===== config.mk =====
export PLATFORM = sky130hd
export DESIGN_NAME = seg7_scan_driver
export DESIGN_NICKNAME = d
export VERILOG_FILES = /design/src/rtl/seg7_pkg.sv /design/src/rtl/seg7_encode.sv /design/src/rtl/seg7_scan_driver.sv
export SDC_FILE = /design/constraint.sdc
export NUM_CORES = 1
export LEC_CHECK = 0
export CAP_MARGIN = 30
export CORE_AREA = 2 2 114 116
export CTS_CLUSTER_SIZE = 20
export DETAILED_ROUTE_END_ITERATION = 8
export DIE_AREA = 0 0 116 118
export PLACE_DENSITY_LB_ADDON = 0.08
export SYNTH_ARGS = -nofsm -noshare
export SYNTH_HDL_FRONTEND = slang
export SYNTH_HIERARCHICAL = 1
export SYNTH_SLANG_ARGS = --single-unit

===== constraint.sdc =====
create_clock -name clk -period 3.2 [get_ports clk]
set_input_delay 0.32 -clock clk [delete_from_list [all_inputs] [get_ports clk]]
set_output_delay 0.32 -clock clk [all_outputs]
set_load 0.01 [all_outputs]

===== src/rtl/seg7_pkg.sv =====
// Shared types and constants for the multiplexed 7-segment BCD display driver.
// Segment patterns are active-low, written g..a (bit 6 = g, bit 0 = a).
package seg7_pkg;

   typedef enum logic [1:0] {ST_IDLE, ST_SHIFT, ST_DONE} state_t;

   localparam logic [6:0] SEG_0     = 7'b1000000;
   localparam logic [6:0] SEG_1     = 7'b1111001;
   localparam logic [6:0] SEG_2     = 7'b0100100;
   localparam logic [6:0] SEG_3     = 7'b0110000;
   localparam logic [6:0] SEG_4     = 7'b0011001;
   localparam logic [6:0] SEG_5     = 7'b0010010;
   localparam logic [6:0] SEG_6     = 7'b0000010;
   localparam logic [6:0] SEG_7     = 7'b1111000;
   localparam logic [6:0] SEG_8     = 7'b0000000;
   localparam logic [6:0] SEG_9     = 7'b0011000;
   localparam logic [6:0] SEG_BLANK = 7'b1111111;
   localparam logic [6:0] SEG_DASH  = 7'b0111111;

   // Decimal digits needed for 2**width-1: floor(width*log10(2)) + 1.
   function automatic int bcd_digits(input int width);
      return (width * 30103) / 100000 + 1;
   endfunction

endpackage


===== src/rtl/seg7_encode.sv =====
// BCD digit to active-low 7-segment pattern; non-decimal codes go dark.
module seg7_encode
   import seg7_pkg::*;
(
   input  logic [3:0] digit,
   output logic [6:0] seg
);

   always_comb begin
      seg = SEG_BLANK;
      case (digit)
         4'd0:    seg = SEG_0;
         4'd1:    seg = SEG_1;
         4'd2:    seg = SEG_2;
         4'd3:    seg = SEG_3;
         4'd4:    seg = SEG_4;
         4'd5:    seg = SEG_5;
         4'd6:    seg = SEG_6;
         4'd7:    seg = SEG_7;
         4'd8:    seg = SEG_8;
         4'd9:    seg = SEG_9;
         default: seg = SEG_BLANK;
      endcase
   end

endmodule


===== src/rtl/seg7_scan_driver.sv =====
// Binary-to-BCD (double dabble, one bit per cycle) feeding a time-multiplexed
// 7-segment display with leading-zero blanking and overflow dashes.
module seg7_scan_driver
   import seg7_pkg::*;
#(
   parameter int WIDTH    = 8,
   parameter int DIGITS   = 3,
   parameter int SCAN_DIV = 50000
) (
   input  logic              clk,
   input  logic              reset,
   input  logic              load,
   input  logic [WIDTH-1:0]  value,
   input  logic              blank_lz,
   output logic              busy,
   output logic              valid,
   output logic              ovf,
   output logic [6:0]        seg,
   output logic [DIGITS-1:0] an
);

   localparam int BCD_N = bcd_digits(WIDTH);
   localparam int NIB   = (BCD_N > DIGITS) ? BCD_N : DIGITS;
   localparam int CNT_W = $clog2(WIDTH + 1);
   localparam int SCN_W = (SCAN_DIV > 1) ? $clog2(SCAN_DIV) : 1;
   localparam int IDX_W = (DIGITS > 1) ? $clog2(DIGITS) : 1;

   state_t                   state, state_nxt;
   logic [WIDTH-1:0]         bin_q;
   logic [NIB*4-1:0]         bcd_q, bcd_adj;
   logic [CNT_W-1:0]         cnt_q;
   logic                     blank_q;
   logic                     hi_nz;

   logic [DIGITS-1:0][3:0]   disp_dig;
   logic [DIGITS-1:0][6:0]   dig_seg;
   logic [DIGITS-1:0]        lz;
   logic                     disp_blank, disp_ovf, valid_q;
   logic [SCN_W-1:0]         scan_cnt;
   logic [IDX_W-1:0]         idx;

   always_ff @(posedge clk or posedge reset) begin
      if (reset) state <= ST_IDLE;
      else       state <= state_nxt;
   end

   always_comb begin
      state_nxt = state;
      case (state)
         ST_IDLE:  if (load) state_nxt = ST_SHIFT;
         ST_SHIFT: if (cnt_q == CNT_W'(1)) state_nxt = ST_DONE;
         ST_DONE:  state_nxt = ST_IDLE;
         default:  state_nxt = ST_IDLE;
      endcase
   end

   always_comb begin
      bcd_adj = bcd_q;
      for (int i = 0; i < NIB; i++)
         if (bcd_q[i*4 +: 4] >= 4'd5) bcd_adj[i*4 +: 4] = bcd_q[i*4 +: 4] + 4'd3;
   end

   always_ff @(posedge clk or posedge reset) begin
      if (reset) begin
         bin_q   <= '0;
         bcd_q   <= '0;
         cnt_q   <= '0;
         blank_q <= 1'b0;
      end else begin
         case (state)
            ST_IDLE: if (load) begin
               bin_q   <= value;
               blank_q <= blank_lz;
               bcd_q   <= '0;
               cnt_q   <= CNT_W'(WIDTH);
            end
            ST_SHIFT: begin
               bcd_q <= {bcd_adj[NIB*4-2:0], bin_q[WIDTH-1]};
               bin_q <= bin_q << 1;
               cnt_q <= cnt_q - CNT_W'(1);
            end
            default: ;
         endcase
      end
   end

   // Nibbles beyond the displayed digits only exist when the value can outgrow them.
   generate
      if (NIB > DIGITS) begin : g_hi
         assign hi_nz = |bcd_q[NIB*4-1:DIGITS*4];
      end else begin : g_no_hi
         assign hi_nz = 1'b0;
      end
   endgenerate

   // Commit happens only on the DONE edge, so an aborted conversion never leaks out.
   always_ff @(posedge clk or posedge reset) begin
      if (reset) begin
         disp_dig   <= '0;
         disp_blank <= 1'b0;
         disp_ovf   <= 1'b0;
         valid_q    <= 1'b0;
      end else if (state == ST_DONE) begin
         disp_dig   <= bcd_q[DIGITS*4-1:0];
         disp_blank <= blank_q;
         disp_ovf   <= hi_nz;
         valid_q    <= 1'b1;
      end
   end

   always_ff @(posedge clk or posedge reset) begin
      if (reset) begin
         scan_cnt <= '0;
         idx      <= '0;
      end else if (scan_cnt == SCN_W'(SCAN_DIV - 1)) begin
         scan_cnt <= '0;
         idx      <= (idx == IDX_W'(DIGITS - 1)) ? '0 : idx + IDX_W'(1);
      end else begin
         scan_cnt <= scan_cnt + SCN_W'(1);
      end
   end

   generate
      for (genvar g = 0; g < DIGITS; g++) begin : g_enc
         seg7_encode u_enc (.digit(disp_dig[g]), .seg(dig_seg[g]));
      end
   endgenerate

   // lz[i]: digit i and every digit above it are zero.
   always_comb begin
      lz = '0;
      lz[DIGITS-1] = (disp_dig[DIGITS-1] == 4'd0);
      for (int i = DIGITS - 2; i >= 0; i--)
         lz[i] = (disp_dig[i] == 4'd0) && lz[i+1];
   end

   always_comb begin
      busy  = (state != ST_IDLE);
      valid = valid_q;
      ovf   = disp_ovf;
      an    = '1;
      seg   = SEG_BLANK;
      if (valid_q) begin
         an[idx] = 1'b0;
         if (disp_ovf)                              seg = SEG_DASH;
         else if (disp_blank && idx != '0 && lz[idx]) seg = SEG_BLANK;
         else                                       seg = dig_seg[idx];
      end
   end

endmodule

* Word level (Yosys, flattened, before mapping)
Memory sizes are Yosys's and may differ from the RTL's.
Cells that the tools add are included.
W data, S select, Z words.
** Cells by class
- Equal/unequal tests :: 7
- Add/sub/neg operators :: 6
- Bitwise operators :: 1
- Multiplexer cells :: 23
- Div/mod/pow operators :: 0
- Reductions and logical operators :: 15
- Order comparisons :: 5
- $mul :: 0
- Shift-type cells :: 0
** Operator list (count)
- $pmux W12 S2 :: 1
- $mux W7 :: 3
- $add A16 B1 Y16 const B :: 1
- $eq A16 B16 Y1 const B :: 1
- $mux W16 :: 1
- $pmux W8 S2 :: 1
- $bmux W7 S2 :: 1
- $ge A4 B3 Y1 const B :: 3
- $logic_not A4 Y1 :: 3
- $mux W12 :: 1
- $mux W4 :: 3
- $add A4 B2 Y4 const B :: 2
- $mux W8 :: 1
- $pmux W4 S2 :: 1
- $mux W2 :: 3
- $mux W3 :: 2
- $reduce_and A2 Y1 :: 3
- $reduce_bool A2 Y1 :: 3
- $logic_and A1 B1 Y1 :: 5
- $eq A2 B2 Y1 const B :: 2
- $eq A4 B1 Y1 const B :: 1
- $ne A2 B2 Y1 const B :: 2
- $pmux W2 S2 :: 1
- $sub A4 B1 Y4 const B :: 1
- other kinds (10) :: 11
** Word-level totals
- Memories :: 3
- Memory bits (read-only) :: 336
- Bits of input ports :: 12
- Latch bits :: 0
- Bits in writable memories :: 0
- Register bits after elaboration :: 59
- Logic and storage cells :: 72
- Output and inout port bits :: 13
** Memories
- (no name shown) :: depth 16, width 7, rd ports 1, clocked after Yosys merged registers in 0, wr ports 0, RTL line seg7_encode.sv:11 : case (digit)
- (no name shown) :: depth 16, width 7, rd ports 1, clocked after Yosys merged registers in 0, wr ports 0, RTL line seg7_encode.sv:11
- (no name shown) :: depth 16, width 7, rd ports 1, clocked after Yosys merged registers in 0, wr ports 0, RTL line seg7_encode.sv:11

* Depth between registers and ports, before layout
Gate-level depths: netlist of run 1.
- Depth in word-level cells :: 8
- Mapped depth :: 7
- Depth with buffers taken out :: 7

* Modules after synthesis
Netlist of run 1, hierarchy kept.
** Modules (own cells, without submodules)
- seg7_scan_driver :: area each 2925.3 sq um, cells an instance 287, sequential area each 1476.4 sq um, times used 1
- seg7_encode :: area each 212.7 sq um, cells an instance 31, sequential area each 0.0 sq um, times used 3

* Least setup slack after synthesis of run 1
Ideal clock, no wire load.
- Kind :: register to output
- Start :: register disp_dig[9] (netlist bit)
- End :: output seg[0]
- Setup slack :: 1322 ps
- Data required time :: 2880 ps
- Path buffers :: 1
- Data arrival time :: 1558 ps
- Cell stages (with the launch flop) :: 5
- Cells stage by stage :: dfrtp_1 > or4b_1 > or3_1 > clkbuf_1 > o2111ai_1
** Between the ends
- Cells in the longest elaborated chain, start to end :: 8
- Elaborated cells between the ends (all ways) :: 11
- Classes of those cells :: mux: 6; reduce/logical: 4; memory: 1
** Ends and longest elaborated chain
- from (decl) :: RTL line seg7_scan_driver.sv:35 : logic [DIGITS-1:0][3:0] disp_dig;
- from (signal assigned) :: RTL line seg7_scan_driver.sv:104 : disp_dig <= bcd_q[DIGITS*4-1:0];
- parallel branches: the longest is 6 deep, another holds $mem_v2 Z16 W7
- $mux W7 * :: RTL line seg7_scan_driver.sv:146 : else if (disp_blank && idx != '0 && lz[idx]) seg = SEG_BLANK;
- $mux W7 * :: RTL line seg7_scan_driver.sv:143 : if (valid_q) begin
- to (decl) :: RTL line seg7_scan_driver.sv:18 : output logic [6:0] seg,
Mark *: on every way between the ends. The select of a mux whose other input is x is not followed.

* Worst setup path after layout of run 1
- Start :: register disp_dig[10] (netlist bit)
- End :: output seg[6]
The elaborated chain is that of the path after synthesis.

==> impl.org, run 1 <==
** Run status
- The run finished with clean final reports.

** Yosys
- A synthesized cell averages roughly 9.4 sq um.
- Yosys mapped a number of flops with a built-in enable equal to 0.
- Compound-cell area share of the yosys netlist :: around 15%
- Mux share of post-synthesis cell area :: ~6%
- Count of mapped cells out of synthesis :: 380
- FFs w/ async S/R, synth :: 100.0%
- Of the total synthesized cell area, the portion taken by full adders, half adders and majority gates is under 10%.
- The share of the Yosys chip area taken by registers is 41.43%.
- Of the total synthesized cell area, the portion taken by XOR and XNOR cells is under 10%.
- The number of nets in the synthesized netlist is 416.
- Fraction of the mapped netlist area in simple logic gates :: 19.94%
- FF+latch count, synth :: 59
- Dominant combinational cell family by area after synthesis :: simple AND/OR/NAND/NOR gates
- Yosys printed 6 warnings.
- In this run the cell area of the synthesized design comes to 0.003563 sq mm.
- Count of cell types in the netlist :: 46
- In the synthesized netlist the dominant register cell turns out to be sky130_fd_sc_hd__dfrtp_1.

** Final layout
- The repair_antennas step left the layout with diodes totalling 0.
- Summing all non-filler instances in the final layout gives an area of 0.004215 sq mm.
- At the end of the flow, the number of nets in the layout was 435.
- Area growth, synth to finish :: 18.29%
- In the final layout, the share of cells above drive strength 1 is 12.87%.

** Routing
- Average detailed-routed wire length per instance :: 12.78 microns
- The routed layout has 2,641 vias.
- Number of detailed-route iterations in the first pass :: 4
- Remaining design rule violation count :: 0
- First DRT Iteration DRCs :: 112
- Using the TritonRoute via totals, the vias-per-cell ratio works out to 4.585.
- Routed Antenna Nets :: 0
- For this block, the routed nets add up to 7360 microns of wire.

** Power and ir drop
- Summing internal, switching and leakage power gives 3.713 mW.
- For this design the ratio of total power to cell area is 880.9 mW/mm^2.
- The worst-case IR drop observed on VDD is ~290 uV.
- Summed over all cells, the static leakage comes to 1.827 nW.

** Critical path
- STA classifies the critical path endpoint as an output pin.
- Data required time at the worst endpoint :: 2880 ps
- The worst setup path is launched from a flop.
- Worst Setup Path Type :: reg -> out
- Of all nets on the critical path, the largest fanout is 12.
- Data on the critical path arrives at its endpoint at 2540 ps.

** Min path
- The path class of the tightest hold or removal check is reg -> reg.

** Global route
- Maximum number of pins on one net before global-route repair :: 60
- Overall global routing resource usage :: 11.80%
- GR Overflow Total :: 0
- The initial antenna violation count was 0.
- The first global-routing pass estimated 12,850 microns of wire.
- The number of global-route vias before repair is between 2,000 and 3,000.

** Placement
- Post-DP HPWL :: a little over 5000 microns
- At the end of routability-driven placement, the weighted congestion stood at 0.7356.
- Input and output buffers added on the ports amount to 23.
- Placed inst area :: 0.003941 sq mm

** Clock tree
- CTS saw 59 sinks.
- TritonCTS clock tree :: done
- PostCTS Resize Cnt :: 0
- After clock tree synthesis, the clock-pin slew on the worst setup and hold paths is 50 ps.
- In this run, post-CTS hold repair placed 0 buffers.
- Counting the buffers created by CTS gives 9.
- The cell sitting at the root of the clock tree is a sky130_fd_sc_hd__clkbuf_16.
- At the later pin of the worst-skew pair, clock insertion delay measures 320 ps.
- Max H-tree Level :: 3
- Post-CTS Setup Inserts :: 0
- Maximum count of clock buffers along a single path :: 2

** Timing
- Final clock period utilization by the worst path :: 89.28%
- # setup viols final :: 0
- Post-route minimum period :: about 2900 ps
- Static timing analysis puts the maximum clock frequency at roughly 0.35 GHz.
- Setup repair after global routing left no endpoint under its margin.
- Measured slew at the worst slew-check pin :: between 800 and 900 ps
- Number of hold violations in the final report :: 0
- Tightest slew margin relative to the limit :: 41.60%
- Clock skew on the completed layout was measured at 4.879 ps.
- Setup total negative slack on the finished layout was measured at 0 ps.
- The max-slew violation count was 0.

** Floorplan
- Area of the die :: 0.01369 sq mm
- Site Rows :: 41
- 25 I/O pins were placed.
- Area of the core :: 0.01241 sq mm
- Initial core utilization :: 28.70%
- The floorplan step set the die width to 116 microns.
- Measured along the y axis, the die boundary spans roughly 120 microns.

** Run
- Max-cap violations in this run came to 0.
==> cells in the final DEF, fill, tap and decap left out, drive strengths merged, types with 3 or more instances in the layout <==
cell | netlist | routed
nand4 | 5 | 5
or2 | 5 | 5
mux2 | 12 | 12
nor2b | 4 | 4
nor2 | 18 | 18
buf | 6 | 5
nor4 | 3 | 3
dfrtp | 59 | 59
o31ai | 6 | 6
nand2 | 51 | 51
o2111ai | 7 | 7
mux2i | 7 | 7
o21ai | 31 | 31
a32o | 3 | 3
clkbuf | 14 | 14
xnor2 | 8 | 8
inv | 24 | 24
nor3 | 5 | 5
nand2b | 12 | 12
a22oi | 7 | 7
a21boi | 6 | 6
clkdlybuf4s50 | 0 | 23
nand3 | 18 | 18
ha | 24 | 24
a21oi | 19 | 19
xor2 | 8 | 8
==> cell type report <==
class | count | area, sq um
Fill cell | 1326 | 8199
Multi-Input combinational cell | 277 | 1892
Tap cell | 172 | 215.2
Sequential cell | 59 | 1476
Clock inverter | 2 | 10.01
Clock buffer | 14 | 264.0
Inverter | 24 | 90.09
Timing Repair Buffer | 28 | 267.8
==> metal layers <==
layer  vias to the layer above  track usage, %  wire (microns)
li1                       1357               -               -
met1                      1242           16.90            3772
met2                        36           17.43            3315
met3                         6           2.523             200
met4                         0           4.241              72
met5                         -               0               0
==> registers in the layout, summed over array words and instances (netlist names) <==
signal,cells
scan_cnt,16
state,2
bin_q,8
idx,2
disp_dig,12
disp_blank,1
cnt_q,4
bcd_q,12
valid,1
blank_q,1
==> critical path, cell delays in order (launching register included) <==
cell and delay, ps:
sky130_fd_sc_hd__dfrtp_1 510, sky130_fd_sc_hd__or4b_1 530, sky130_fd_sc_hd__or3_1 470, sky130_fd_sc_hd__o2111ai_1 130, sky130_fd_sc_hd__clkdlybuf4s50_1 570
==> per-stage QoR <==
| step | cells | hold slack [ps] | utilization [%] | setup slack, ps |
|---|---|---|---|---|
| floorplan | 380 | 425.4 | - | 1322 |
| global placement | 560 | 460.3 | 31.75 | 697.4 |
| detailed placement | 560 | 463.1 | 31.75 | 668.3 |
| CTS | 576 | 476.3 | 33.95 | 313.3 |
| global route | 576 | 496.7 | 33.95 | 202.8 |
| finish | 576 | 472.8 | 33.95 | 342.9 |
==> worst paths after layout <==
path | start | endpoint | slack, ps | cells after the start
max | disp_dig[10] | seg[6] | 340 | 4
max reg2reg | scan_cnt[7] | scan_cnt[9] | 1000 | 5
min in group asynchronous | reset | scan_cnt[11] | 540 | 3
min reg2reg | bin_q[5] | bin_q[5] | 470 | 2
max in group asynchronous | reset | disp_dig[1] | 2160 | 3
min | bin_q[5] | bin_q[5] | 470 | 2
==> cells by family after synthesis <==
group | count (synthesis)
compound gates | 83
xor+xnor | 16
fa+ha+maj | 24
buf+inv | 44
flops | 59
mux | 19
other cells | 1
simple gates | 134
==> cells in the mapped netlist, drive strengths merged, types with 12 or more instances <==
cell / instances / share of area [%]
dfrtp: 59 / 41
ha: 24 / 8.4
inv: 24 / 2.5
o21ai: 31 / 4.7
nand2: 51 / 5.4
nand2b: 12 / 2.1
clkbuf: 14 / 1.5
nand3: 18 / 2.5
nor2: 18 / 1.9
a21oi: 19 / 2.7
mux2: 12 / 4.0
==> where the power goes <==
group	internal (mW)	total (mW)	switching (mW)
Sequential	0.971	1.25	0.284
Combinational	0.755	1.58	0.825
Clock	0.563	0.879	0.315
No activity file was read; power rests on OpenSTA's default activity.
==> inputs of run 2 (changes only) <==
--- a/constraint.sdc
+++ b/constraint.sdc
@@ -3,2 +3,2 @@
 set_output_delay 0.32 -clock clk [all_outputs]
-set_load 0.01 [all_outputs]
+set_load 0.05 [all_outputs]
==> run 2 against run 1 <==
Clock power grew 0.6%. Register-to-register slack better by 290 ps. First-iteration DRC count is 19% higher. Utilization is 0.081 points lower. Via count is 0.23% higher. Clock-buffer cell count did not move. Non-clock buffer count rose by 1. Worst hold slack lost 190 ps. Critical endpoint is now seg[2].
==> impl.org, run 2 (synthesized netlist as in run 1, its figures left out) <==
** Clock tree
- The clock transition at the registers of the reported paths came to 50 ps (about the same).
- The number of gates resized after cts came to 0 (unchanged).
- The number of clock sinks came to 59 (unchanged).
- Post-CTS Setup Inserts :: 0 (unchanged)
- TritonCTS built the clock tree.
- The cell sitting at the root of the clock tree is a sky130_fd_sc_hd__clkbuf_16.
- Clock latency reported for the late side of the worst-skew pair :: 330 ps (about the same)
- Total of hold buffers inserted after clock tree synthesis :: 0 (unchanged)
- The maximum buffer depth of the clock tree was 2 (unchanged).
- The TritonCTS buffer count was 9 (unchanged).
- Max H-tree Level :: 3 (unchanged)

** Placement
- The final weighted congestion of routability-driven global placement was 0.7249 (-1.5%).
- Post-DP HPWL :: 5367 microns (+3.5%)
- Placed inst area :: 0.003931 sq mm (-0.25%)
- The number of input and output port buffers inserted is 23 (unchanged).

** Critical path
- The critical path in this run is classified as reg -> out.
- The worst setup path is captured at an output pin.
- Data arrival time at the worst-slack endpoint :: 2390 ps (-150 ps)
- Maximum cell stage delay along the critical path :: 570 ps (about the same)
- The worst-path maximum fanout came to 13 (+1).
- The required time of the critical path is 2880 ps (about the same).
- Critical Path, Cell by Cell :: nor2b_1 > a21oi_1 > or3_1 > o2111ai_1 > buf_4
- Capture point of the worst reg-to-reg path :: idx[1]
- R2r setup slk :: 1290 ps (+290 ps)
- For this design, the slowest cell found on the critical path is sky130_fd_sc_hd__nor2b_1.
- The logic depth of the worst register-to-register path was 4 (-1).
- Startpoint of the worst register-to-register path :: scan_cnt[7]
- Kind of start point of the critical path :: flop

** Final layout
- Ratio of cells with drive above 1 in the final layout :: 14.81% (+1.9 points)
- Leaving out fill and tap cells, the most frequent cell in the layout is sky130_fd_sc_hd__dfrtp_1.
- The fill cell instance count of the final layout came to 1,318 (-0.60%).
- Leaving out fill and tap cells, the most frequent cells in the layout are sky130_fd_sc_hd__dfrtp_1 (59), sky130_fd_sc_hd__nand2_1 (51), sky130_fd_sc_hd__o21ai_0 (28), sky130_fd_sc_hd__ha_1 (24), sky130_fd_sc_hd__a21oi_1 (19).
- Final std cell area, no fill :: 0.004205 sq mm (-0.24%)
- Area growth, synth to finish :: 18.01%
- The final antenna diode count is 0 (unchanged).
- Flip-flop count of the largest register, all copies and words added :: 16 (unchanged)
- The count of nets after finishing is 436 (+0.23%).
- Final core utilization :: 33.87% (-0.081 points)
- Biggest registers after layout :: scan_cnt (16), bcd_q (12), disp_dig (12)
- Largest reg by FF count :: scan_cnt

** Floorplan
- The starting utilization of the core area was 28.70% (unchanged).
- Site Rows :: 41 (unchanged)
- Area of the core :: 0.01241 sq mm (unchanged)
- Die boundary height :: 118 microns (unchanged)
- Ports placed on the boundary :: 25 (unchanged)
- Overall die width :: 116 microns (unchanged)
- Area of the die :: 0.01369 sq mm (unchanged)

** Global route
- The initial antenna violation count was 0 (unchanged).
- Wire length of the first global-routing pass :: 12,990 microns (+1.1%)
- The pin count of the biggest net entering global routing came to 26 (-57%).
- GR Overflow Total :: 0 (unchanged)
- The number of global-route vias before repair was 2,595 (+0.54%).
- The global-route usage over all layers is 12.10% (+0.30 points).

** Timing
- Tightest slew margin relative to the limit :: 44.38% (+2.8 points)
- # setup viols final :: 0 (unchanged)
- Setup TNS after final layout :: 0 ps (unchanged)
- The clock skew came to 6.840 ps (+1.960 ps).
- F_max :: 0.3692 GHz (+5.5%)
- Final clock period utilization by the worst path :: 84.65% (-4.6 points)
- The hold violation count in the final report came to 0 (unchanged).
- The actual transition at the worst max-transition pin is 834.4 ps (-41.62 ps).
- Pins Over Slew Limit :: 0 (unchanged)
- The worst hold margin was 282.5 ps (-190.2 ps).
- The final critical delay including setup and external delays came to 2709 ps (-148.2 ps).
- Setup repair after global routing missed its margin :: no

** Routing
- Vias per cell :: 4.588 (about the same)
- The remaining number of nets flagged by the antenna check after routing was 0 (unchanged).
- The total length of routed wires was 7563 microns (+2.8%).
- The routed via count came to 2,647 (+0.23%).
- Remaining design rule violation count :: 0 (unchanged)
- First DRT Iteration DRCs :: 133 (+19%)
- The wire length per cell after detailed routing came to 13.11 microns (+2.6%).
- Number of detailed-route iterations in the first pass :: 4 (unchanged)

** Min path
- Classification of the worst-slack hold path :: in -> async

** Power and ir drop
- The leakage power figure was 1.836 nW (+0.46%).
- The cell area power density was 945.9 mW/mm^2 (+7.4%).
- Max rail drop VDD :: 289.1 uV (+0.92%)

** Run
- Max-cap violations :: 0 (unchanged)

** Run status
- The flow ran to the end, and the final reports show no timing, DRC or antenna violations.
## run 2: changes by cell type in the layout (fill, tap and decap cells not counted), sizes merged
cell	before	now
clkdlybuf4s50	23	16
buf	5	13
## run 2: worst max-delay path by stage
| stage | startpoint | endpoint | slack [ps] | cells past startpoint |
|---|---|---|---|---|
| floorplan | disp_dig[9] | seg[3] | 890 | 7 |
| global placement | idx[1] | seg[1] | 940 | 5 |
| detailed placement | idx[1] | seg[2] | 850 | 5 |
| CTS | idx[1] | seg[2] | 480 | 5 |
| global route | idx[1] | seg[2] | 310 | 5 |
| finish | idx[1] | seg[2] | 490 | 5 |
## run 2: final cells by class
cell class	count	area, sq um	share of cell area, %
clock inverter	2	10.01	0.2380
multi-input combinational	277	1892	44.99
tap	172	215.2	5.118
timing repair buffer	29	257.7	6.129
sequential	59	1476	35.11
clock buffer	14	264.0	6.278
inverter	24	90.09	2.142
## run 2: worst max-delay path, delay by kind of cell, from the launching register on
kind	cells	cell delay, ps
flip-flops	1	560
AND/OR/NAND/NOR	2	1010
buffers and inverters	1	240
AO/OA/AOI/OAI	2	260
## run 2: per-stage QoR
step	power (mW)	std cells	setup slack [ps]
finish	3.978	577	491.2
global placement	3.121	561	941.3
detailed placement	3.129	561	845.3
global route	4.324	577	312.5
floorplan	2.659	380	893.0
CTS	4.046	577	482.3
## run 2: metal layers
| metal | routed length, microns | track usage, % |
|---|---|---|
| met1 | 3880 | 16.60 |
| met2 | 3285 | 18.06 |
| met3 | 245 | 2.781 |
| met4 | 151 | 5.357 |
| met5 | 0 | 0 |
## run 2: where the power goes
group	internal, mW	switching [mW]	total, mW
clock	0.563	0.321	0.884
sequential	0.971	0.287	1.26
combinational	0.734	1.10	1.84
==> inputs of run 3 (changes only) <==
clock period = 2.66 ns   (was 3.2 ns; I/O delays follow)
==> run 3 against run 2 <==
Clock-buffer cell count is 2 lower. Die area unchanged. Sequential cell count unchanged. Design area up 2.7%. First-iteration DRC count grew 44%. Wire length is 0.57% lower. Final cell count unchanged.
==> impl.org, run 3 (synthesized netlist as in run 1, its figures left out) <==
** Critical path
- Worst Setup Path Type :: reg -> out
- Critical Path, Cell by Cell :: or4b_1 > or3_1 > o2111ai_1 > buf_12
- The number of buffers and inverters on the critical path is 1 (unchanged).
- Data arrival time at the worst-slack endpoint :: 2230 ps (-160 ps)
- Data required time at the worst endpoint :: 2390 ps (-490 ps)
- Kind of start point of the critical path :: flop
- The worst-path maximum fanout was 12 (-1).
- The maximum single-stage delay on the critical path came to 530 ps (-40 ps).
- On the critical path, the stage with the largest delay is an instance of sky130_fd_sc_hd__or4b_1.
- STA classifies the critical path endpoint as an output pin.
- Among cell families on the critical path, the largest total delay comes from simple AND/OR/NAND/NOR gates.

** Timing
- Derived from the worst setup path, the maximum achievable clock frequency is 0.4014 GHz.
- Post-route minimum period :: 2491 ps
- The final sum of negative setup slack came to 0 ps (unchanged).
- Worst hold slack :: 297.3 ps (+14.79 ps)
- The clock skew is 6.048 ps (-0.7912 ps).
- The hold violation count in the final report is 0 (unchanged).
- Setup repair after global routing missed its margin :: no
- The actual transition at the worst max-transition pin is 772.6 ps (-61.77 ps).
- Pins Over Slew Limit :: 0 (unchanged)
- # setup viols final :: 0 (unchanged)
- Final clock period utilization by the worst path :: a little over nine tenths
- The normalized max-slew margin came to 48.49% (+4.1 points).
- The setup slack of the critical path after layout came to 168.5 ps (-322.6 ps).

** Power and ir drop
- Total leakage power :: 1.886 nW (+2.8%)
- Max rail drop VDD :: 329.3 uV (+14%)
- The cell area power density came to 1154 mW/mm^2 (+22%).
- The post-route total power came to 4.984 mW (+25%).

** Global route
- The global-route wire length before repair is 13,200 microns (+1.6%).
- Number of global-route vias before repair :: 2,665 (+2.7%)
- The initial antenna violation count was 0 (unchanged).
- Maximum number of pins on one net before global-route repair :: 39 (+50%)
- The global-route usage over all layers is 12.25% (+0.15 points).
- The total congestion overflow is 0 (unchanged).

** Final layout
- # nets final :: 440 (+0.92%)
- Antenna cells :: 0 (unchanged)
- The area growth from synthesis to layout is 21.17%.
- The fill cell instance count of the final layout is 1,315 (-0.23%).
- scan_cnt holds more flip-flops than any other register.
- Flip-flop count of the largest register, all copies and words added :: 16 (unchanged)
- The ratio of cells with drive above 1 in the final layout is 15.31% (+0.49 points).
- Most frequent cells in the layout :: sky130_fd_sc_hd__dfrtp_1 (59), sky130_fd_sc_hd__nand2_1 (51), sky130_fd_sc_hd__o21ai_0 (28), sky130_fd_sc_hd__ha_1 (24), sky130_fd_sc_hd__a21oi_1 (19)
- In the final layout, the registers with the most flip-flops are scan_cnt (16), bcd_q (12), disp_dig (12).
- The final standard cell count with taps included and fillers excluded was 577 (unchanged).
- Most common cell after layout, fill and taps aside :: sky130_fd_sc_hd__dfrtp_1

** Routing
- Vias per cell :: 4.563 (-0.53%)
- The count of TritonRoute iterations in the first routing pass was 4 (unchanged).
- The remaining number of nets flagged by the antenna check after routing was 0 (unchanged).
- DR vias :: 2,633 (-0.53%)
- Final wirelength :: 7520 microns (-0.57%)
- The detailed router's first-iteration violation count was 191 (+44%).
- The number of remaining DRC errors came to 0 (unchanged).
- The wire length per cell after detailed routing is 13.03 microns (-0.57%).

** Floorplan
- Area of the core :: 0.01241 sq mm (unchanged)
- Die boundary height :: 118 microns (unchanged)
- Ports placed on the boundary :: 25 (unchanged)
- The starting utilization of the core area came to 28.70% (unchanged).
- Area of the die :: 0.01369 sq mm (unchanged)
- Overall die width :: 116 microns (unchanged)
- The placement row count was 41 (unchanged).

** Clock tree
- PostCTS Resize Cnt :: 0 (unchanged)
- The number of clock sinks is 59 (unchanged).
- The maximum buffer depth of the clock tree is 2 (unchanged).
- The TritonCTS buffer count was 9 (unchanged).
- Total of hold buffers inserted after clock tree synthesis :: 0 (unchanged)
- The number of buffers added for setup after CTS came to 0 (unchanged).
- TritonCTS clock tree :: done
- Clock transition at path regs :: 50 ps (about the same)
- The cell sitting at the root of the clock tree is a sky130_fd_sc_hd__clkbuf_16.
- Max H-tree Level :: 3 (unchanged)
- Clock latency reported for the late side of the worst-skew pair :: 330 ps (about the same)

** Min path
- The path class of the tightest hold or removal check is in -> async.

** Placement
- Number of buffers inserted by port buffering :: 23 (unchanged)
- The number of placed cells counting well taps was 565 (+0.71%).
- The estimated wirelength of the detail-placed design was 5399 microns (+0.61%).
- Pre-CTS setup slack :: 492.9 ps (-352.4 ps)
- Final weighted congestion of routability-driven global placement :: 0.7388 (+1.9%)

** Run
- Max-cap violations :: 0 (unchanged)

** Run status
- Run status :: finished clean
run 3: changes by cell type in the layout (fill, tap and decap cells not counted), sizes merged:
| cell | previous run | this run |
|---|---|---|
| buf | 13 | 17 |
| clkinv | 2 | 0 |
| clkbuf | 14 | 12 |
run 3: path summary, 6_finish.rpt:
kind                              startpoint     endpoint  slack (ps)  cells after the start
worst max-delay path            disp_dig[10]       seg[2]         170                      4
max in group asynchronous              reset   disp_blank        1780                      3
worst max register to register   scan_cnt[7]       idx[0]         800                      4
worst min-delay path                   reset  scan_cnt[3]         300                      2
min in group clk                    bin_q[7]     bin_q[7]         470                      2
worst min register to register      bin_q[7]     bin_q[7]         470                      2
run 3: metal layers:
metal | share of wire, % | GRT usage (%)
met1 | 51 | 16.46
met2 | 44 | 18.68
met3 | 3.6 | 3.605
met5 | 0 | 0
met4 | 1.4 | 4.241
run 3: metrics by stage:
step	instance area [sq um]	utilization, %
after floorplan	3563	-
after global placement	4061	32.72
after detailed placement	4061	32.72
after CTS	4318	34.78
after global routing	4318	34.78
final	4318	34.78
run 3: area by class of cell:
class / instances / area, sq um / area share, %
timing repair buffer: 33 / 387.9 / 8.983
clock buffer: 12 / 256.5 / 5.940
inverter: 24 / 90.09 / 2.086
sequential: 59 / 1476 / 34.19
tap: 172 / 215.2 / 4.984
multi-input combinational: 277 / 1892 / 43.81
run 3: report_power, final:
group / switching, mW / internal [mW] / leakage (nW)
sequential: 0.322 / 1.17 / 0.762
clock: 0.367 / 0.658 / 0.126
combinational: 1.38 / 1.09 / 0.998
total: 2.07 / 2.92 / 1.89
==> variant 1: new RTL, settings of run 3 <==
The parameter `DIGITS` goes from 3 to 5.
--- a/src/rtl/seg7_scan_driver.sv
+++ b/src/rtl/seg7_scan_driver.sv
@@ -4,7 +4,7 @@
    import seg7_pkg::*;
 #(
    parameter int WIDTH    = 8,
-   parameter int DIGITS   = 3,
+   parameter int DIGITS   = 5,
    parameter int SCAN_DIV = 50000
 ) (
    input  logic              clk,
Ports: changed (resized an); port bits go from 25 to 27. No check against the original RTL was run, so the function may have changed too.
==> variant 1 against run 3 <==
Sequential share of layout area shrank 3.0 points; routed wire length rose by 47%; power is 50% higher; sequential cell count up 17; area after synthesis is 47% higher; cell area up 42%; first-iteration DRC count increased by 24%; setup slack worse by 0.028 ns; critical endpoint is now seg[6]; highest routed layer unchanged.
==> variant 1: results (changes against run 3) <==
Run status
  • Outcome: complete, no violations

Logic synthesis
  • Synth area leaders: dfrtp_1 36%, ha_1 9.6%, mux2_2 5.0%
  • Post-synth top cells: 76 x dfrtp_1, 47 x nand2_1, 40 x ha_1, 38 x o21ai_0, 31 x nor2_1
  • Cells after synthesis: 564 (+48%)
  • Cell variety after synth: 52 (+13%)
  • Mapped Nets: 616 (+48%)
  • Sequential share of the synthesized area: 0.364 (-0.0507)

STA
  • Fin Clk Skew: 0.00481 ns (-0.00124 ns)
  • Slew of the pin with the lowest slew margin: 0.549 ns (-0.223 ns)

Layout
  • Fin cells: 761 (+32%)
  • Layout cell share with drive strength beyond 1: 0.226 (+0.0727)
  • # fillers: 1,214 (-7.7%)
  • Largest regs: bcd_q x20, disp_dig x20, scan_cnt x16
  • Nets: 636 (+45%)

Pwr
  • Peak VDD IR: 0.680 mV (+110%)
  • Leak pwr: 0.00258 uW (+37%)

Setup path
  • Cell family with most CP delay: compound AO/OA/AOI/OAI gates
  • Origin of the critical flop-to-flop path: scan_cnt[0]$_DFF_PP0_
  • Max incr delay on CP: 0.47 ns (-0.06 ns)
  • Crit path DAT: 2.25 ns (+0.02 ns)
  • CP max-delay cell: dfrtp_1
  • Worst-case reg-to-reg path depth: 5 (+1)
  • FF-to-FF setup slack: 0.87 ns (+0.07 ns)
  • Worst R2R End: idx[2]$_DFFE_PP0N_
  • CP max FO: 9 (-3)

Global route
  • Number of global-route vias before repair: 3,816 (+43%)
  • Met3 GRT Util: 0.0273 (-0.00875)
  • GR met2 Demand/Resource: 0.252 (+0.0654)
  • First-pass GRT wire length: 18,900 microns (+43%)
  • Met1 Use GR: 0.252 (+0.0875)
  • Total track usage: 0.173 (+0.0506)
  • Largest net degree at the start of global routing: 69 (+77%)

Detailed routing
  • Routed WL: 11,100 microns (+47%)
  • Initial DRC count: 237 (+24%)
  • Vias/cell: 5.25 (+15%)

Place
  • Hpwl dp: 7930 microns (+47%)
  • Final Wtd Congestion: 0.837 (+13%)
  • # placed instances: 743 (+32%)
  • Pre-CTS setup slack: 0.354 ns (-0.139 ns)
  • Port Buffers: 25 (+8.7%)

CTS
  • Longest Clk Path Bufs: 2 (unchanged)
-- variant 1: cell count changes after synthesis, moves of 13 or more --
cell,before,now
nor2_1,18,31
ha_1,24,40
mux2_2,10,23
o21ai_1,0,22
dfrtp_1,59,76
o21ai_2,3,20
buf_2,0,15
-- variant 1: per-layer routing --
| metal | vias up | share of wire |
|---|---|---|
| met3 | 21 | 0.032 |
| met5 | - | 0 |
| met1 | 1888 | 0.50 |
| met4 | 0 | 0.028 |
| li1 | 2030 | - |
| met2 | 60 | 0.44 |
-- variant 1: layout make-up --
type | instances | area [sq um] | area share
Inverter | 32 | 120 | 0.0196
Timing Repair Buffer | 40 | 445 | 0.0725
Clock buffer | 11 | 253 | 0.0411
Multi-Input combinational cell | 425 | 3140 | 0.510
Sequential cell | 76 | 1910 | 0.312
Tap cell | 172 | 215 | 0.0350
Clock inverter | 5 | 58.8 | 0.00957
-- variant 1: cells by family (layout without fill, tap and decap cells) --
kind of cell | after synthesis | after routing | synth area share
buffers and inverters | 63 | 88 | 0.0610
XOR/XNOR | 20 | 20 | 0.0335
other | 1 | 1 | 0.000717
adder cells (fa/ha/maj) | 40 | 40 | 0.0957
flip-flops | 76 | 76 | 0.364
AO/OA/AOI/OAI | 152 | 152 | 0.187
AND/OR/NAND/NOR | 182 | 182 | 0.196
multiplexers | 30 | 30 | 0.0629
-- variant 1: how the worst max path moves through the flow --
stage	start	end	slack, ns	cells past startpoint
global placement	disp_dig[13]$_DFFE_PP0N_	seg[3]	0.41	9
floorplan	idx[0]$_DFFE_PP0N_	seg[0]	-0.14	8
detailed placement	idx[1]$_DFFE_PP0N_	seg[5]	0.35	7
finish	disp_dig[5]$_DFFE_PP0N_	seg[6]	0.14	5
CTS	idx[1]$_DFFE_PP0N_	seg[5]	-0.008	7
global route	disp_dig[0]$_DFFE_PP0N_	seg[2]	-0.007	9
-- variant 1: power by group --
part           leakage, uW  internal, uW  switching, uW
Combinational      0.00147          1880           2270
Sequential        0.000969          1530            511
Clock             0.000148           779            488
Total              0.00258          4190           3270
-- variant 1: through the flow --
stage	setup TNS [ns]	total power [uW]	cell area [sq um]	utilization	hold slack, ns
floorplan	-0.973	4860	5270	-	0.371
CTS	-0.00867	7360	6020	0.485	0.155
detailed placement	0	6050	5710	0.460	0.463
finish	0	7460	6140	0.495	0.155
global placement	0	6010	5710	0.460	0.463
global route	-0.00704	8070	6140	0.495	0.172
-- variant 1: repair_timing --
action                                  4_1_cts  5_1_grt
resized for setup                             0       24
endpoints found under the setup margin        3       11
setup buffers                                 0        2
==> variant 2: new RTL, settings of run 3 <==
Made on the original files. Register the inputs `load`, `value` and `blank_lz` before use, without a reset. The logic sees them one clock later.
--- a/src/rtl/seg7_scan_driver.sv
+++ b/src/rtl/seg7_scan_driver.sv
@@ -25,6 +25,16 @@
    localparam int SCN_W = (SCAN_DIV > 1) ? $clog2(SCAN_DIV) : 1;
    localparam int IDX_W = (DIGITS > 1) ? $clog2(DIGITS) : 1;
 
+   logic load_q;
+   logic [WIDTH-1:0] value_q;
+   logic blank_lz_q;
+
+   always_ff @(posedge clk) begin
+      load_q     <= load;
+      value_q    <= value;
+      blank_lz_q <= blank_lz;
+   end
+
    state_t                   state, state_nxt;
    logic [WIDTH-1:0]         bin_q;
    logic [NIB*4-1:0]         bcd_q, bcd_adj;
@@ -47,7 +57,7 @@
    always_comb begin
       state_nxt = state;
       case (state)
-         ST_IDLE:  if (load) state_nxt = ST_SHIFT;
+         ST_IDLE:  if (load_q) state_nxt = ST_SHIFT;
          ST_SHIFT: if (cnt_q == CNT_W'(1)) state_nxt = ST_DONE;
          ST_DONE:  state_nxt = ST_IDLE;
          default:  state_nxt = ST_IDLE;
@@ -68,9 +78,9 @@
          blank_q <= 1'b0;
       end else begin
          case (state)
-            ST_IDLE: if (load) begin
-               bin_q   <= value;
-               blank_q <= blank_lz;
+            ST_IDLE: if (load_q) begin
+               bin_q   <= value_q;
+               blank_q <= blank_lz_q;
                bcd_q   <= '0;
                cnt_q   <= CNT_W'(WIDTH);
             end
Behaviour: not the same (a bounded check fails within 4 cycles, from zero or initial values and one cycle with reset high).
==> variant 2 against run 3 <==
Cell area up 5.1%; area after synthesis grew 7.0%; sequential cell count grew 10; maximum frequency is 3.8% higher; routed wire length grew 2.4%; combinational power is 17% lower; power rose by 1.4%; setup slack improved by 0.091 ns; global-route usage increased by 0.28 points.
==> variant 2: results (changes against run 3) <==
Setup path
  • Crit path launch: idx[1]$_DFFE_PP0N_
  • CP max FO: 14 (+2)
  • Setup crit start kind: register
  • Max incr delay on CP: 0.71 ns (+0.18 ns)
  • Origin of the critical flop-to-flop path: bcd_q[4]$_DFFE_PP0P_
  • CP max-delay cell: clkdlybuf4s50_1
  • Cell family with most CP delay: buffers and inverters
  • Crit path DAT: 2.13 ns (-0.10 ns)

Logic synthesis
  • Synth Area in Adders: 0.0788 (-0.00548)
  • Mapped Nets: 428 (+2.9%)
  • Post-synth top cells: 59 x dfrtp_1, 51 x nand2_1, 29 x o21ai_0, 24 x ha_1, 20 x nand3_1
  • Synth warn: 6 (unchanged)
  • Post-synthesis mux area share: 0.0558 (-0.00388)
  • Post-synth ARST share: 0.855 (-0.145)
  • Sequential share of the synthesized area: 0.440 (+0.0256)
  • Post-Synth XOR/XNOR Area: 0.0391 (-0.000258)
  • Largest family of logic cells by synthesized area: simple AND/OR/NAND/NOR gates
  • Cell variety after synth: 53 (+15%)
  • Synth area leaders: dfrtp_1 39%, ha_1 7.9%, dfxtp_1 5.3%
  • Synth Area in Compound Gates: 0.135 (-0.0125)

Layout
  • Largest regs: scan_cnt x16, bcd_q x12, disp_dig x12
  • Layout cell share with drive strength beyond 1: 0.156 (+0.00279)
  • # diodes: 0 (unchanged)
  • # fillers: 1,287 (-2.1%)
  • Max reg flops: 16 (unchanged)
  • Nets: 448 (+1.8%)

STA
  • Fin Clk Skew: 0.00644 ns (+0.000392 ns)
  • Max-slew headroom: 0.464 (-0.0209)

CTS
  • Clk_lat worst skew: 0.33 ns (about the same)
  • CTS Buf Count: 9 (unchanged)
  • Clock transition at path regs: 0.05 ns (about the same)
  • Clock root buffer: clkbuf_16
  • CTS H-Tree Depth: 3 (unchanged)
  • Postcts setup bufs: 0 (unchanged)
  • Longest Clk Path Bufs: 2 (unchanged)

Detailed routing
  • DR vias: 2,795 (+6.2%)
  • Initial DRC count: 147 (-23%)
  • DRT Pass-1 Iters: 4 (unchanged)
  • Wire length on met1: 3770 microns (-1.2%)
  • Met3 routed WL: 228 microns (-16%)
  • Routed WL: 7700 microns (+2.4%)
  • Top sig layer: met4
  • Met2 WL: 3510 microns (+5.5%)

Pwr
  • Peak VDD IR: 0.360 mV (+9.5%)
  • Leak pwr: 0.00194 uW (+2.9%)

Place
  • Placed Area: 4190 sq um (+3.1%)
  • Port Buffers: 23 (unchanged)
  • Final Wtd Congestion: 0.778 (+5.4%)
  • Hpwl dp: 5370 microns (-0.52%)

Global route
  • First-pass GRT wire length: 13,600 microns (+2.8%)
  • Global route total overflow: 0 (unchanged)
  • Antenna violations before repair: 0 (unchanged)
  • Number of global-route vias before repair: 2,730 (+2.4%)
  • Total track usage: 0.125 (+0.00284)
  • Largest net degree at the start of global routing: 34 (-13%)

Run status
  • Outcome: complete, no violations

Worst hold path
  • Min-Delay Path Class: in2async
variant 2: cell count changes in the layout (fill, tap and decap cells not counted), sizes merged, moves of 3 or more:
cell | run 3 | this run
dfxtp | 0 | 10
buf | 17 | 12
nand3 | 18 | 21
bufinv | 0 | 3
variant 2: cells by family (layout without fill, tap and decap cells):
logic type      after synthesis  count (layout)
simple gates                139             139
compound gates               81              81
flops                        69              69
buf+inv                      42              67
fa+ha+maj                    24              24
mux                          19              19
xor+xnor                     17              17
other cells                   1               1
variant 2: stage by stage:
step                      hold WS, ns  power [uW]  std cells  worst slack (ns)
after detailed placement        0.408        3710        573             0.510
after floorplan                 0.294        3160        392             0.414
final                           0.334        5050        589             0.260
after global placement          0.408        3700        573             0.526
after CTS                       0.348        5140        589             0.148
after global routing            0.365        5480        589            0.0865
variant 2: final timing paths:
kind | depth (start not counted) | slack [ns] | end
max reg2reg | 6 | 0.97 | bcd_q[6]$_DFFE_PP0P_
max in group asynchronous | 3 | 1.73 | disp_dig[7]$_DFFE_PP0N_
min in group clk | 1 | 0.38 | value_q[6]$_DFF_P_
max | 2 | 0.26 | an[0]
min | 2 | 0.33 | bin_q[0]$_DFFE_PP0P_
min reg2reg | 2 | 0.41 | blank_q$_DFFE_PP0P_
variant 2: what timing repair did:
item,CTS,global route
endpoints found under the setup margin,0,1
hold buffers,0,0
gates resized for setup,0,1
variant 2: final cells by class:
| class | count | area (sq um) | share of cell area |
|---|---|---|---|
| clock buffer | 10 | 239 | 0.0527 |
| clock inverter | 6 | 110 | 0.0243 |
| inverter | 23 | 86.3 | 0.0190 |
| multi-input combinational | 281 | 1940 | 0.427 |
| sequential | 69 | 1680 | 0.369 |
| tap | 172 | 215 | 0.0474 |
| timing repair buffer | 28 | 275 | 0.0607 |
variant 2: power by group:
| group | internal (uW) | total [uW] | switching [uW] |
|---|---|---|---|
| Sequential | 1310 | 1610 | 303 |
| Clock | 939 | 1390 | 447 |
| Combinational | 842 | 2050 | 1210 |
variant 2: layer usage:
metal  vias up  track usage
met1      1334        0.171
met3        17       0.0201
li1       1398            -
met2        46        0.189
met4         0       0.0655
met5         -            0
